==> config.mk <==
export PLATFORM = sky130hd
export DESIGN_NAME = bus_tracer
export DESIGN_NICKNAME = d
export VERILOG_FILES = /design/src/rtl/bus_tracer.sv
export SDC_FILE = /design/constraint.sdc
export NUM_CORES = 1
export LEC_CHECK = 0
export CAP_MARGIN = 20
export CORE_MARGIN = 2
export CORE_UTILIZATION = 45
export CTS_BUF_LIST = sky130_fd_sc_hd__clkbuf_2 sky130_fd_sc_hd__clkbuf_4 sky130_fd_sc_hd__clkbuf_8
export DETAILED_ROUTE_END_ITERATION = 12
export GPL_TIMING_DRIVEN = 0
export MAX_ROUTING_LAYER = met4
export PLACE_DENSITY = 0.68
export SLEW_MARGIN = 0
export SYNTH_ARGS = -nofsm -noshare
export SYNTH_HDL_FRONTEND = slang
export SYNTH_SLANG_ARGS = --single-unit
==> constraint.sdc <==
create_clock -name clock -period 10.7 [get_ports clock]
set_input_delay 2.14 -clock clock [delete_from_list [all_inputs] [get_ports clock]]
set_output_delay 2.14 -clock clock [all_outputs]
set_load 0.03 [all_outputs]
==> src/rtl/bus_tracer.sv <==
// bus_tracer: passive 4-bit bus observer. It follows the 8-clock instruction
// cycle from sync and assembles {addr, opcode, x2} records. Records go into a
// small FIFO that is drained over a valid/ready interface.
module bus_tracer #(
    parameter int DEPTH = 8
) (
    input  logic        clock,
    input  logic        reset,
    input  logic        enable,
    input  logic [3:0]  data,
    input  logic        sync,
    output logic        rec_valid,
    input  logic        rec_ready,
    output logic [23:0] rec_data,
    output logic        locked,
    output logic        sync_err,
    output logic        overflow,
    output logic [7:0]  drop_count
);
    localparam int AW = $clog2(DEPTH);

    typedef struct packed {
        logic [11:0] addr;
        logic [7:0]  opcode;
        logic [3:0]  x2;
    } rec_t;

    typedef enum logic [2:0] {A1, A2, A3, M1, M2, X1, X2, X3} phase_t;

    phase_t      p;
    logic        armed;      // previous cycle boundary was a clean X3, so this cycle is whole
    logic [11:0] addr_q;
    logic [7:0]  opcode_q;

    rec_t        mem [DEPTH];
    logic [AW:0] wr_ptr, rd_ptr, wr_nxt, rd_nxt;
    logic        full, empty;
    logic        push_req, do_push, do_pop, drop;
    rec_t        new_rec;

    // Phase tracker and field capture; faults discard the partial record by disarming.
    always_ff @(posedge clock) begin
        if (reset) begin
            p        <= A1;
            locked   <= 1'b0;
            armed    <= 1'b0;
            sync_err <= 1'b0;
            addr_q   <= '0;
            opcode_q <= '0;
        end else begin
            sync_err <= 1'b0;
            if (locked) begin
                case (p)
                    A1:      addr_q[3:0]   <= data;
                    A2:      addr_q[7:4]   <= data;
                    A3:      addr_q[11:8]  <= data;
                    M1:      opcode_q[7:4] <= data;
                    M2:      opcode_q[3:0] <= data;
                    default: ;
                endcase
            end
            if (!locked) begin
                if (sync) begin
                    locked <= 1'b1;
                    p      <= A1;
                    armed  <= 1'b0;
                end
            end else if (p == X3) begin
                p <= A1;
                if (sync) begin
                    armed <= 1'b1;
                end else begin
                    locked   <= 1'b0;
                    sync_err <= 1'b1;
                    armed    <= 1'b0;
                end
            end else if (sync) begin
                p        <= A1;
                sync_err <= 1'b1;
                armed    <= 1'b0;
            end else begin
                p <= phase_t'(p + 3'd1);
            end
        end
    end

    // Push/pop decisions; a pop frees the slot a same-clock push into a full FIFO needs.
    always_comb begin
        new_rec   = '{addr: addr_q, opcode: opcode_q, x2: data};
        push_req  = enable && locked && armed && (p == X2) && !sync;
        empty     = (wr_ptr == rd_ptr);
        full      = (wr_ptr[AW] != rd_ptr[AW]) && (wr_ptr[AW-1:0] == rd_ptr[AW-1:0]);
        rec_valid = !empty;
        do_pop    = rec_valid && rec_ready;
        do_push   = push_req && (!full || do_pop);
        drop      = push_req && full && !do_pop;
        wr_nxt    = wr_ptr + (AW+1)'(do_push);
        rd_nxt    = rd_ptr + (AW+1)'(do_pop);
    end

    // Record storage; contents need no reset since the pointers gate visibility.
    always_ff @(posedge clock) begin
        if (do_push)
            mem[wr_ptr[AW-1:0]] <= new_rec;
    end

    // Pointers, registered head record and drop accounting.
    always_ff @(posedge clock) begin
        if (reset) begin
            wr_ptr     <= '0;
            rd_ptr     <= '0;
            rec_data   <= '0;
            overflow   <= 1'b0;
            drop_count <= '0;
        end else begin
            wr_ptr <= wr_nxt;
            rd_ptr <= rd_nxt;
            if (drop) begin
                overflow <= 1'b1;
                if (drop_count != 8'hFF)
                    drop_count <= drop_count + 8'd1;
            end
            // Head is the incoming record when the FIFO is (or just became) empty.
            if (wr_nxt != rd_nxt) begin
                if (do_push && (rd_nxt == wr_ptr))
                    rec_data <= new_rec;
                else
                    rec_data <= mem[rd_nxt[AW-1:0]];
            end
        end
    end

endmodule

After elaboration in Yosys (flattened, before gate mapping)
Memory sizes are Yosys's and may differ from the RTL's.
Index checks and enable logic that the tools add are counted.
{"block": "word_totals", "reg_bits": 67, "mem_bits_rw": 192, "elab_cells": 71, "mem_count": 1}
{"block": "classes", "addsub": 4, "n_eq_ne": 12, "mux": 15, "bitwise_logic": 1, "reduce_logical": 24}
{"memory": "mem", "depth": 8, "word_bits": 24, "rd": 1, "rd_clocked_by_memory_dff": 0, "write_ports": 1, "line": "35", "text": "rec_t mem [DEPTH];"}
{"op": "$mux W24", "count": 1}
{"op": "$mux W3", "count": 4}
{"op": "$reduce_and A2 Y1", "count": 6}
{"op": "$logic_and A1 B1 Y1", "count": 10}
{"op": "$mux W1", "count": 10}
{"op": "$eq A3 B3 Y1 const B", "count": 3}
{"op": "$add A4 B1 Y4", "count": 2}
{"op": "$add A8 B1 Y8 const B", "count": 1}
{"op": "$eq A4 B4 Y1", "count": 2}
{"op": "$ne A8 B8 Y1 const B", "count": 1}
{"op": "$eq A3 B2 Y1 const B", "count": 2}
{"op": "$logic_not A1 Y1", "count": 4}
{"op": "$ne A4 B4 Y1", "count": 1}
{"op": "$add A3 B1 Y3 const B", "count": 1}
{"op": "$eq A3 B1 Y1 const B", "count": 1}
{"op": "$eq A3 B3 Y1", "count": 1}
{"op": "$logic_not A3 Y1", "count": 1}
{"op": "$reduce_bool A2 Y1", "count": 1}
{"op": "$reduce_or A2 Y1", "count": 1}
{"op": "$logic_or A1 B1 Y1", "count": 1}
{"op": "$ne A1 B1 Y1", "count": 1}
{"op": "$not A1 Y1", "count": 1}

Longest topological paths before layout
Gate-level depths: netlist of run 1.
{"block": "depth", "depth_word": 7, "ltp_mapped": 15, "ltp_nobuf": 12}

Worst setup path after synthesis of run 1
No wires, ideal clock.
{"block": "synth_timing", "kind": "input port to flip-flop", "startpoint": "input enable", "endpoint": "memory mem[2][0] (netlist bit) (enable)", "setup_time_ps": 474, "arrival_ps": 5637, "required_time_ps": 10226, "setup_slack_ps": 4589, "path_stages": 6, "n_path_buf": 2, "cell_sequence": "nand4_1 nor3b_2 a21bo_1 buf_6 buf_2 nor4b_1"}
{"block": "synth_between", "elab_chain_cells": 7}
{"element": "from (decl)", "line": "9", "text": "input logic enable,"}
{"element": "$logic_and A1 B1 Y1 (4 in series)", "line": "90", "text": "push_req = enable && locked && armed && (p == X2) && !sync;"}
{"element": "$logic_and A1 B1 Y1", "line": "95", "text": "do_push = push_req && (!full || do_pop);"}
{"element": "$mux W1", "line": "103", "text": "if (do_push)"}
{"element": "$mux W1 (not written as such)", "line": "104", "text": "mem[wr_ptr[AW-1:0]] <= new_rec;"}
{"element": "to (decl)", "line": "35"}
No other way between the ends.

Final worst setup path of run 1
{"block": "layout_timing", "startpoint": "input sync", "endpoint": "register rec_data[7]"}
{"block": "layout_between", "elab_chain_cells": 5, "elab_cells_between_ends": 7, "cone_classes": "add/sub (1); eq/ne (1); mux (1); reduce/logical (4)"}
{"element": "from (decl)", "line": "11", "text": "input logic sync,"}
{"element": "$logic_not A1 Y1 (*)", "line": "90"}
{"element": "$logic_and A1 B1 Y1 (*)", "line": "90"}
{"element": "$logic_and A1 B1 Y1 (*)", "line": "95"}
{"element": "$add A4 B1 Y4 / $logic_and A1 B1 Y1 (equally long branches)", "line": "97, 125"}
{"element": "$ne A4 B4 Y1 / $mux W24 (equally long branches)", "line": "124, 125"}
{"element": "to (signal assigned)", "line": "126", "text": "rec_data <= new_rec;"}
{"element": "to (signal assigned)", "line": "128", "text": "rec_data <= mem[rd_nxt[AW-1:0]];"}
{"element": "to (decl)", "line": "14", "text": "output logic [23:0] rec_data,"}
Mark *: on every way between the ends. The rest lies on a longest branch, timed or not.
A chain may end at the register's enable or synchronous reset.

==> metrics.md, run 1 <==
| Metric | Value |
|---|---|
| Signal arrival time at the worst endpoint | 5.51 ns |
| Chip width | 157 microns |
| Most prevalent standard cell on the critical path | sky130_fd_sc_hd__buf_2 |
| Type of the worst min-delay path | register to register |
| Cells along the critical path | clkdlybuf4s50_1, nor3b_2, a21bo_1, buf_6, inv_2, ha_1, nand3_1, xor2_1, xnor2_1, and4_1, buf_2, buf_2, nand2_1, a21oi_2 |
| Worst-case setup margin in the final layout | 5.65 ns |
| Detailed placer's ending HPWL | 16.1 mm |
| Required time of the critical path | 11.16 ns |
| Number of nets at the end of the flow | 771 |
| Unrepaired setup endpoints after global routing | false |
| Critical-path top delay cell | sky130_fd_sc_hd__clkdlybuf4s50_1 |
| Clock group share of total power | 0.473 |
| Type of element capturing the critical path | register |
| Final hold slack | 0.462 ns |
| Worst setup timing slack at the placement stage | 5.10 ns |
| Placeable core region | 23300 sq um |
| Number of buffer cells added on primary ports | 43 |
| Count of warnings emitted by yosys | 0 |
| Leading post-synthesis cells by cell area | sky130_fd_sc_hd__edfxtp_1 55%, sky130_fd_sc_hd__dfxtp_1 13%, sky130_fd_sc_hd__mux4_2 10% |
| Maximum count of clock buffers along a single path | 3 |
| Setup violators final | 0 |
| Minimum clock period | 5.05 ns |
| Die area | 24700 sq um |
| Post_cts resized | 0 |
| Footprint of the flip-flops and latches | 7110 sq um |
| Via count of the first global-routing pass | 6402 |
| Synthesized Nets | 664 |
| Number of setup buffers added after CTS | 0 |
| Cell leakage power | 0.00425 uW |
| Remaining antenna violation count | 0 |
| Most used flip-flop cell after synthesis | sky130_fd_sc_hd__edfxtp_1 |
| Vias per cell | 5.47 |
| Internal Pwr Total | 1680 uW |
| Peak per-stage delay on the critical path | 0.59 ns |
| Final worst path period share | 0.472 |
| Area of the multi-input gates | 3240 sq um |
| Dpl cell area | 11700 sq um |
| Share of total power consumed by net switching | 0.192 |
| Number of design-rule violations left by the first detailed-router iteration | 423 |
| Class of the most critical setup path | input pin to register |
| IO Count | 45 |
| Remaining design rule violation count | 0 |
| Final Wtd Congestion | 0.833 |
| Per-cell routed wire length | 22.0 microns |
| Number of antenna violations at the first check in global routing | 0 |
| Critical path startpoint category | input pin |
| Total number of clock tree sinks | 259 |
| Antenna diode count | 0 |
| Max FO, Critical Path | 10 |
| First-pass iteration count of the detailed router | 5 |
| Fmax | 198 MHz |
| WP buf/inv | 5 |
| Global route total overflow | 0 |
| Run status | complete, no violations |
| Deepest level of the CTS H-tree | 2 |
| Worst rel slew slack | 0.304 |
| Switching power | 401 uW |
| Seq pwr share | 0.516 |
| Crit-path leading delay family | buffers and inverters |
| Synth Cell Area | 10600 sq um |
| DRT Wirelength | 24.3 mm |
| Number of distinct library cells after synthesis | 46 |
| Non-Filler Cell Area, Final | 12600 sq um |
| Global-route wire length before repair | 37.1 mm |
| Largest area contributor in the netlist | sky130_fd_sc_hd__edfxtp_1 |
| Commonest cells in the netlist | 192 x sky130_fd_sc_hd__edfxtp_1, 67 x sky130_fd_sc_hd__dfxtp_1, 50 x sky130_fd_sc_hd__nand2_1, 48 x sky130_fd_sc_hd__mux4_2, 31 x sky130_fd_sc_hd__mux2i_1 |
| Most common cell in the synthesized netlist | sky130_fd_sc_hd__edfxtp_1 |
| Clock transition at path regs | 0.06 ns |
| Synthesized area per cell | 16.4 sq um |
| Fraction of final layout cells sized beyond drive strength 1 | 0.317 |
| Synthesized instance count | 643 |
| Via Count | 6029 |
| Maximum Capacitance Violations | 0 |
| Final-report max-slew violation count | 0 |
| #FFs+latches synth | 259 |
| Share of total power in combinational logic | 0.012 |
| Number of buffers added by the clock tree synthesis step | 41 |
| Worst Max-Slew Pin Slew | 1.04 ns |
| Die Span Y | 157 microns |
| Highest ir drop seen on vdd | 0.0768 mV |
| Total power divided by cell area | 165 nW/um^2 |
| Root buffer cell | sky130_fd_sc_hd__clkbuf_8 |
| Fraction of synthesis flops using an asynchronous set or reset pin | 0 |
| Hold-fix buffers, CTS | 0 |
| Count of endpoints failing hold in the final timing report | 0 |
| Rows | 56 |
| Combined global-route utilization of all metal layers | 0.212 |
| Sum of negative setup slack | 0 ns |
| Initial Util | 0.454 |
| Number of flops mapped to enable cells by yosys | 192 |
| Setup skew after layout | 0.0217 ns |
| Pin count of the biggest net entering global routing | 25 |
| Clock tree from TritonCTS | built |
| Clk Latency, worst-skew pair | 0.54 ns |
| Number of fill cells | 1885 |
| Top-area cell type share of the netlist area | 0.546 |
| Area Overhead vs Synth | 19.6% |
| Fraction of the core area covered by cells at the end of the flow | 0.543 |
| Sequential-to-total area share from yosys stat | 0.673 |
==> power by group through the flow <==
| stage | clock network (uW) | registers, uW | logic (uW) |
|---|---|---|---|
| floorplan | 0 | 1100 | 10.3 |
| global placement | 0 | 1100 | 23.1 |
| detailed placement | 0 | 1100 | 23.7 |
| CTS | 998 | 1080 | 23.8 |
| global route | 1040 | 1080 | 25.8 |
| finish | 986 | 1080 | 24.0 |
==> worst min-delay path: stages (launching register included) <==
cell	delay [ns]
sky130_fd_sc_hd__dfxtp_1	0.31
sky130_fd_sc_hd__nand2_1	0.05
sky130_fd_sc_hd__a21oi_1	0.05
==> cells in the final DEF (no fill, tap or decap), types with 3 or more instances in the layout <==
master and count:
sky130_fd_sc_hd__edfxtp_1 192, sky130_fd_sc_hd__dfxtp_1 67, sky130_fd_sc_hd__nand2_1 50, sky130_fd_sc_hd__mux4_2 48, sky130_fd_sc_hd__clkbuf_8 47, sky130_fd_sc_hd__clkdlybuf4s50_1 43, sky130_fd_sc_hd__mux2i_1 31, sky130_fd_sc_hd__nand3_1 24
sky130_fd_sc_hd__a21oi_1 22, sky130_fd_sc_hd__nor2_1 21, sky130_fd_sc_hd__o211ai_2 20, sky130_fd_sc_hd__o21ai_2 20, sky130_fd_sc_hd__a21oi_2 20, sky130_fd_sc_hd__buf_2 18, sky130_fd_sc_hd__clkbuf_4 17, sky130_fd_sc_hd__buf_4 15
sky130_fd_sc_hd__buf_6 14, sky130_fd_sc_hd__xnor2_1 13, sky130_fd_sc_hd__ha_1 12, sky130_fd_sc_hd__xor2_1 8, sky130_fd_sc_hd__inv_1 7, sky130_fd_sc_hd__clkbuf_1 6, sky130_fd_sc_hd__nor3_1 6, sky130_fd_sc_hd__bufinv_16 6
sky130_fd_sc_hd__nor2b_1 5, sky130_fd_sc_hd__buf_1 4, sky130_fd_sc_hd__o211ai_1 4, sky130_fd_sc_hd__nor3_2 3, sky130_fd_sc_hd__nor3b_2 3, sky130_fd_sc_hd__o21ai_1 3, sky130_fd_sc_hd__clkinv_1 3, sky130_fd_sc_hd__buf_8 3
==> worst paths after layout <==
| check | cells after the start | slack (ns) | end | startpoint |
|---|---|---|---|---|
| setup reg to reg | 14 | 6.66 | rec_data[2] | wr_ptr[0] |
| hold reg to reg | 2 | 0.46 | rec_data[15] | rec_data[15] |
| setup / recovery | 14 | 5.65 | rec_data[7] | sync |
| hold / removal | 2 | 0.46 | rec_data[15] | rec_data[15] |
==> flip-flops by register name (all words and copies together), names as in the netlist <==
register,flops
armed,1
locked,1
p,3
addr_q,12
overflow,1
mem,192
sync_err,1
rd_ptr,4
rec_data,24
opcode_q,8
drop_count,8
wr_ptr,4
==> metal layers <==
metal / routed length, microns / share of wire / GRT usage
met1: 9870 / 0.41 / 0.260
met2: 12300 / 0.51 / 0.351
met3: 1300 / 0.054 / 0.0352
met4: 818 / 0.034 / 0.0879
met5: 0 / 0 / -
==> layout make-up <==
class,instances,share of cell area
Buffer,39,0.0184
Clock buffer,64,0.0613
Clock inverter,12,0.0165
Inverter,8,0.00238
Multi-Input combinational cell,337,0.257
Sequential cell,259,0.562
Tap cell,319,0.0316
Timing Repair Buffer,64,0.0507
==> through the flow <==
stage | std cells | power, uW
after floorplan | 643 | 1110
after detailed placement | 1026 | 1120
final | 1102 | 2080
after CTS | 1102 | 2100
after global routing | 1102 | 2140
after global placement | 1005 | 1120
==> cell families after synthesis <==
| family | share of synthesized area |
|---|---|
| buf+inv | 0.0249 |
| compound gates | 0.0754 |
| flops | 0.673 |
| simple gates | 0.0615 |
| mux | 0.132 |
| fa+ha+maj | 0.0142 |
| xor+xnor | 0.0197 |
No activity file was read; power rests on OpenSTA's default activity.
==> run 2, diff against run 1 <==
--- a/config.mk
+++ b/config.mk
@@ -12,7 +12,7 @@
 export DETAILED_ROUTE_END_ITERATION = 12
 export GPL_TIMING_DRIVEN = 0
 export MAX_ROUTING_LAYER = met4
-export PLACE_DENSITY = 0.68
+export PLACE_DENSITY = 0.7
 export SLEW_MARGIN = 0
 export SYNTH_ARGS = -nofsm -noshare
 export SYNTH_HDL_FRONTEND = slang
==> constraint.sdc (replaced) <==
create_clock -name clock -period 4.45 [get_ports clock]
set_input_delay 0.89 -clock clock [delete_from_list [all_inputs] [get_ports clock]]
set_output_delay 0.89 -clock clock [all_outputs]
set_load 0.03 [all_outputs]
==> metrics.md, run 2 (same netlist as run 1, synthesis figures left out) <==
| Metric | Value |
|---|---|
| Peak per-stage delay on the critical path | 0.79 ns (+0.20 ns) |
| Clk Latency, worst-skew pair | 0.55 ns (about the same) |
| Number of design-rule violations left by the first detailed-router iteration | 596 (+41%) |
| Combined global-route utilization of all metal layers | 0.213 (+0.000951) |
| Fraction of the core area covered by cells at the end of the flow | 0.542 (-0.00102) |
| IO Count | 45 (unchanged) |
| Highest ir drop seen on vdd | 0.188 mV (+150%) |
| Rows | 56 (unchanged) |
| Count of endpoints failing hold in the final timing report | 0 (unchanged) |
| Unrepaired setup endpoints after global routing | false |
| Run status | complete, no violations |
| Global-route wire length before repair | 37.3 mm (+0.35%) |
| Worst rel slew slack | 0.265 (-0.0389) |
| Clock transition at path regs | 0.06 ns (about the same) |
| Root buffer cell | sky130_fd_sc_hd__clkbuf_8 |
| Number of antenna violations at the first check in global routing | 0 (unchanged) |
| Commonest cells after routing, fill and taps aside | 192 x sky130_fd_sc_hd__edfxtp_1, 67 x sky130_fd_sc_hd__dfxtp_1, 50 x sky130_fd_sc_hd__nand2_1, 48 x sky130_fd_sc_hd__mux4_2, 47 x sky130_fd_sc_hd__clkbuf_8 |
| Via Count | 6050 (+0.35%) |
| Max FO, Critical Path | 10 (unchanged) |
| Fmax | 249 MHz |
| Detailed placer's ending HPWL | 16.2 mm (+0.79%) |
| Number of buffers added by the clock tree synthesis step | 40 (-2.4%) |
| Vias per cell | 5.51 (+0.71%) |
| Type of the worst min-delay path | register to register |
| Minimum clock period | 4.02 ns |
| Number of standard cells in the layout, taps in and fillers out | 1098 (-0.36%) |
| Final Wtd Congestion | 0.837 (+0.46%) |
| Number of setup buffers added after CTS | 0 (unchanged) |
| Setup violators final | 0 (unchanged) |
| Remaining design rule violation count | 0 (unchanged) |
| Die Span Y | 157 microns (unchanged) |
| DRT Wirelength | 24.4 mm (+0.68%) |
| Deepest level of the CTS H-tree | 2 (unchanged) |
| Global route total overflow | 0 (unchanged) |
| Hold-fix buffers, CTS | 0 (unchanged) |
| Final-report max-slew violation count | 0 (unchanged) |
| DP Cell Count | 1024 (-0.19%) |
| Footprint of the flip-flops and latches | 7110 sq um (unchanged) |
| Post_cts resized | 0 (unchanged) |
| Total power divided by cell area | 378 nW/um^2 (+130%) |
| Area of the multi-input gates | 3270 sq um (+0.81%) |
| Per-cell routed wire length | 22.3 microns (+1.0%) |
| Area Overhead vs Synth | 19.4% |
| Critical-path top delay cell | sky130_fd_sc_hd__clkbuf_1 |
| Class of the most critical setup path | register to register |
| Met3 routing resource usage after global routing | 0.0394 (+0.00413) |
| Cells along the critical path | buf_2, xor2_1, nor3_2, nand2_1, and2_1, ha_1, ha_1, buf_2, clkbuf_1, mux4_2, mux2i_1, o21ai_2, o211ai_2, a21oi_2 |
| Final worst path period share | 0.904 |
| Chip width | 157 microns (unchanged) |
| Most common cell after layout, fill and taps aside | sky130_fd_sc_hd__edfxtp_1 |
| Signal arrival time at the worst endpoint | 4.42 ns (-1.09 ns) |
| Number of fill cells | 1884 (-0.053%) |
| Number of buffer cells added on primary ports | 43 (unchanged) |
| Remaining antenna violation count | 0 (unchanged) |
| Number of flip-flops in the largest register | 192 (unchanged) |
| Setup skew after layout | 0.0268 ns (+0.00515 ns) |
| Number of nets at the end of the flow | 768 (-0.39%) |
| Total number of clock tree sinks | 259 (unchanged) |
| First-pass iteration count of the detailed router | 5 (unchanged) |
| Die area | 24700 sq um (unchanged) |
| Cell leakage power | 0.00421 uW (-0.90%) |
| Placeable core region | 23300 sq um (unchanged) |
| Required time of the critical path | 4.84 ns (-6.32 ns) |
| Worst Max-Slew Pin Slew | 1.10 ns (+0.0523 ns) |
| Maximum count of clock buffers along a single path | 3 (unchanged) |
| Maximum Capacitance Violations | 0 (unchanged) |
| Initial Util | 0.454 (unchanged) |
| Global routing met2 resource utilization | 0.357 (+0.00686) |
| Highest-utilization routing layer at the global route stage | met2 |
| Critical path startpoint category | register |
| Via count of the first global-routing pass | 6482 (+1.2%) |
| Antenna diode count | 0 (unchanged) |
| Pin count of the biggest net entering global routing | 15 (-40%) |
| Met1 track demand over resource | 0.255 (-0.00469) |
| Type of element capturing the critical path | register |
| Fraction of final layout cells sized beyond drive strength 1 | 0.315 (-0.00222) |
| Clock tree from TritonCTS | built |
## run 2: cell types whose count changed in the layout (fill, tap and decap cells not counted), moves of 2 or more
cell / delta
sky130_fd_sc_hd__buf_4: -9
sky130_fd_sc_hd__buf_8: +5
sky130_fd_sc_hd__bufinv_16: -4
sky130_fd_sc_hd__nor4b_2: -2
sky130_fd_sc_hd__nor4b_4: +2
## run 2: area by class of cell
type                       instances  share of cell area
sequential                       259               0.564
multi-input combinational        337               0.259
clock buffer                      65              0.0620
timing repair buffer              62              0.0545
tap                              319              0.0317
buffer                            39              0.0185
clock inverter                     9             0.00833
inverter                           8             0.00238
## run 2: worst max-delay path, delay by kind of cell, from the launching register on
family                     cells  cell delay, ns
buffers and inverters          3            1.38
xor gates and xnor gates       1            0.12
and+or+nand+nor                3            0.59
muxes                          2            0.65
DFF                            1            0.33
AOI/OAI and AO/OA              3            0.23
adders and majority gates      2            0.56
## run 2: final timing paths
check	from	end	slack [ns]	cells after the start
max	wr_ptr[0]	rec_data[10]	0.43	14
min	rec_data[15]	rec_data[15]	0.46	2
min reg2reg	rec_data[15]	rec_data[15]	0.46	2
max reg2reg	wr_ptr[0]	rec_data[10]	0.43	14
## run 2: report_power, final
part           internal, uW  total (uW)  switching (uW)
logic                  15.5        57.4            41.9
clock network          1240        2130             893
registers              2580        2580            9.00
total                  3830        4770             944
## run 2: through the flow
step	total power [uW]	hold WS, ns	worst slack, ns	setup TNS, ns	instance area [sq um]
after floorplan	2660	0.456	0.401	0	10600
after global placement	2690	0.453	-2.39	-329.55	11400
after detailed placement	2690	0.456	0.272	0	11700
after CTS	4810	0.466	0.391	0	12600
after global routing	4920	0.484	0.150	0	12600
final	4770	0.460	0.428	0	12600
## run 2: metal layers
| metal | share of wire | vias up |
|---|---|---|
| li1 | - | 2699 |
| met1 | 0.39 | 3060 |
| met2 | 0.52 | 219 |
| met3 | 0.060 | 72 |
| met4 | 0.036 | 0 |
| met5 | 0 | - |
==> run 3, diff against run 2 <==
--- a/config.mk
+++ b/config.mk
@@ -13,7 +13,9 @@
 export GPL_TIMING_DRIVEN = 0
 export MAX_ROUTING_LAYER = met4
 export PLACE_DENSITY = 0.7
+export REMOVE_ABC_BUFFERS = 1
 export SLEW_MARGIN = 0
 export SYNTH_ARGS = -nofsm -noshare
 export SYNTH_HDL_FRONTEND = slang
 export SYNTH_SLANG_ARGS = --single-unit
+export TNS_END_PERCENT = 20
==> metrics.md, run 3 (same netlist as run 1, synthesis figures left out) <==
| Metric | Value |
|---|---|
| Minimum clock period | 4.08 ns (+0.0609 ns) |
| Combined global-route utilization of all metal layers | 0.196 (-0.0167) |
| Unrepaired setup endpoints after global routing | false |
| Die Span Y | 157 microns (unchanged) |
| Number of buffers added by the clock tree synthesis step | 42 (+5.0%) |
| Fmax | 245 MHz (-1.5%) |
| Antenna diode count | 0 (unchanged) |
| Worst rel slew slack | 0.317 (+0.0520) |
| Footprint of the flip-flops and latches | 7110 sq um (unchanged) |
| Global route total overflow | 0 (unchanged) |
| WP buf/inv | 4 (+1) |
| First-pass iteration count of the detailed router | 6 (+1) |
| Deepest level of the CTS H-tree | 2 (unchanged) |
| IO Count | 45 (unchanged) |
| Global-route wire length before repair | 35.2 mm (-5.6%) |
| Required time of the critical path | 4.91 ns (+0.07 ns) |
| Final Wtd Congestion | 0.769 (-8.1%) |
| Setup skew after layout | 0.0138 ns (-0.0131 ns) |
| Clock tree from TritonCTS | built |
| Final hold slack | 0.453 ns (-0.00689 ns) |
| Total power of the final layout | 4750 uW (-0.44%) |
| Critical-path top delay cell | sky130_fd_sc_hd__and4_1 |
| R2r endpoint | rec_data[1] |
| Vias per cell | 5.41 (-1.8%) |
| Maximum Capacitance Violations | 0 (unchanged) |
| Worst Max-Slew Pin Slew | 1.02 ns (-0.0745 ns) |
| Critical path startpoint category | input pin |
| Die area | 24700 sq um (unchanged) |
| Pin count of the biggest net entering global routing | 68 (+53) |
| Number of buffer cells added on primary ports | 44 (+2.3%) |
| Path depth of the worst reg2reg path | 13 (-1) |
| Total power divided by cell area | 379 nW/um^2 (+0.25%) |
| Dpl cell area | 11600 sq um (-0.90%) |
| Clk Latency, worst-skew pair | 0.54 ns (about the same) |
| Number of nets at the end of the flow | 744 (-3.1%) |
| Max FO, Critical Path | 16 (+6) |
| Placeable core region | 23300 sq um (unchanged) |
| Cell depth of the worst setup path | 13 (-1) |
| Clock transition at path regs | 0.07 ns (about the same) |
| Detailed placer's ending HPWL | 14.3 mm (-12%) |
| Initial Util | 0.454 (unchanged) |
| Final-report max-slew violation count | 0 (unchanged) |
| Setup violators final | 0 (unchanged) |
| Signal arrival time at the worst endpoint | 4.54 ns (+0.12 ns) |
| Maximum count of clock buffers along a single path | 3 (unchanged) |
| Total number of clock tree sinks | 259 (unchanged) |
| Area Overhead vs Synth | 18.5% |
| Final worst path period share | 0.917 (+0.0137) |
| Rows | 56 (unchanged) |
| Fraction of the core area covered by cells at the end of the flow | 0.538 (-0.00377) |
| Chip width | 157 microns (unchanged) |
| Non-Filler Cell Area, Final | 12500 sq um (-0.69%) |
| DRT Wirelength | 22.5 mm (-7.8%) |
| Remaining antenna violation count | 0 (unchanged) |
| Remaining design rule violation count | 0 (unchanged) |
| Number of design-rule violations left by the first detailed-router iteration | 406 (-32%) |
| Run status | complete, no violations |
| Commonest cells after routing, fill and taps aside | 192 x sky130_fd_sc_hd__edfxtp_1, 67 x sky130_fd_sc_hd__dfxtp_1, 50 x sky130_fd_sc_hd__nand2_1, 50 x sky130_fd_sc_hd__clkbuf_8, 48 x sky130_fd_sc_hd__mux4_2 |
| Number of antenna violations at the first check in global routing | 0 (unchanged) |
| Area of the multi-input gates | 3280 sq um (+0.46%) |
| Worst Setup EP | rec_data[1] |
| Launch point of the critical path | sync |
| Number of fill cells | 1864 (-1.1%) |
| Crit-path leading delay family | buffers and inverters |
| Type of the worst min-delay path | register to register |
| Hold-fix buffers, CTS | 0 (unchanged) |
| Root buffer cell | sky130_fd_sc_hd__clkbuf_8 |
| Number of setup buffers added after CTS | 0 (unchanged) |
| Type of element capturing the critical path | register |
| Cell leakage power | 0.00415 uW (-1.5%) |
| Peak per-stage delay on the critical path | 0.68 ns (-0.11 ns) |
| Via Count | 5814 (-3.9%) |
| Class of the most critical setup path | input pin to register |
| Post_cts resized | 0 (unchanged) |
| Fraction of final layout cells sized beyond drive strength 1 | 0.312 (-0.00234) |
| Number of flip-flops in the largest register | 192 (unchanged) |
| Reg-to-Reg Start | locked |
| Cells along the critical path | clkdlybuf4s50_1, nor3b_2, a21bo_2, buf_16, inv_2, ha_1, ha_1, xnor2_1, xnor2_1, and4_1, buf_16, nand2_1, a21oi_2 |
| Per-cell routed wire length | 21.0 microns (-5.9%) |
| Count of endpoints failing hold in the final timing report | 0 (unchanged) |
| Via count of the first global-routing pass | 6141 (-5.3%) |
| Highest ir drop seen on vdd | 0.218 mV (+16%) |
| FF-to-FF setup slack | 0.37 ns (-0.06 ns) |
| Most common cell after layout, fill and taps aside | sky130_fd_sc_hd__edfxtp_1 |
## run 3: cell count changes in the layout (fill, tap and decap cells not counted), moves of 2 or more
| cell | before | now |
|---|---|---|
| sky130_fd_sc_hd__clkbuf_8 | 47 | 50 |
| sky130_fd_sc_hd__ha_1 | 12 | 10 |
| sky130_fd_sc_hd__buf_8 | 8 | 3 |
| sky130_fd_sc_hd__ha_4 | 0 | 2 |
| sky130_fd_sc_hd__buf_4 | 6 | 11 |
| sky130_fd_sc_hd__clkbuf_1 | 6 | 0 |
| sky130_fd_sc_hd__buf_1 | 4 | 0 |
| sky130_fd_sc_hd__buf_16 | 1 | 3 |
| sky130_fd_sc_hd__buf_2 | 18 | 0 |
| sky130_fd_sc_hd__nor4b_4 | 2 | 0 |
| sky130_fd_sc_hd__clkinv_2 | 2 | 8 |
| sky130_fd_sc_hd__clkbuf_4 | 18 | 14 |
| sky130_fd_sc_hd__nor4b_2 | 0 | 2 |
## run 3: cell type report
cell class,count,area share
sequential,259,0.567
multi-input combinational,337,0.262
clock inverter,13,0.00739
tap,319,0.0319
inverter,8,0.00240
clock buffer,64,0.0633
timing repair buffer,75,0.0653
## run 3: layer usage
metal / track usage / routed length (microns) / vias up
met2: 0.325 / 11400 / 168
met3: 0.0419 / 1350 / 53
li1: - / - / 2647
met1: 0.243 / 9270 / 2946
met5: - / 0 / -
met4: 0.0602 / 494 / 0
## run 3: how the worst min path moves through the flow
stage / cells after the start / end / start
after floorplan: 2 / armed / armed
after global placement: 2 / rec_data[17] / rec_data[17]
after detailed placement: 2 / rec_data[15] / rec_data[15]
after CTS: 2 / rec_data[17] / rec_data[17]
after global routing: 2 / rec_data[17] / rec_data[17]
final: 2 / rec_data[15] / rec_data[15]
## run 3: where the power goes
group | switching [uW] | internal [uW]
Sequential | 11.3 | 2580
Clock | 916 | 1200
Combinational | 34.0 | 13.5
Total | 961 | 3790
## run 3: per-stage QoR
step	setup TNS (ns)	std cells	setup WS, ns
after floorplan	-56.52	604	-0.893
after global placement	-674.27	967	-4.49
after detailed placement	-6.83	998	-0.493
after CTS	0	1075	0.0732
after global routing	0	1075	0.0741
final	0	1075	0.367
## run 3: worst reg2reg max path: stages, from the launching register on
cell,delay (ns)
sky130_fd_sc_hd__dfxtp_1,0.73
sky130_fd_sc_hd__nand4_1,0.19
sky130_fd_sc_hd__nor3b_2,0.30
sky130_fd_sc_hd__a21bo_2,0.48
sky130_fd_sc_hd__buf_16,0.27
sky130_fd_sc_hd__inv_2,0.11
sky130_fd_sc_hd__ha_1,0.18
sky130_fd_sc_hd__nand3_1,0.10
sky130_fd_sc_hd__xor2_1,0.20
sky130_fd_sc_hd__xnor2_1,0.32
sky130_fd_sc_hd__and4_1,0.68
sky130_fd_sc_hd__buf_16,0.22
sky130_fd_sc_hd__nand2_1,0.09
sky130_fd_sc_hd__a21oi_2,0.13
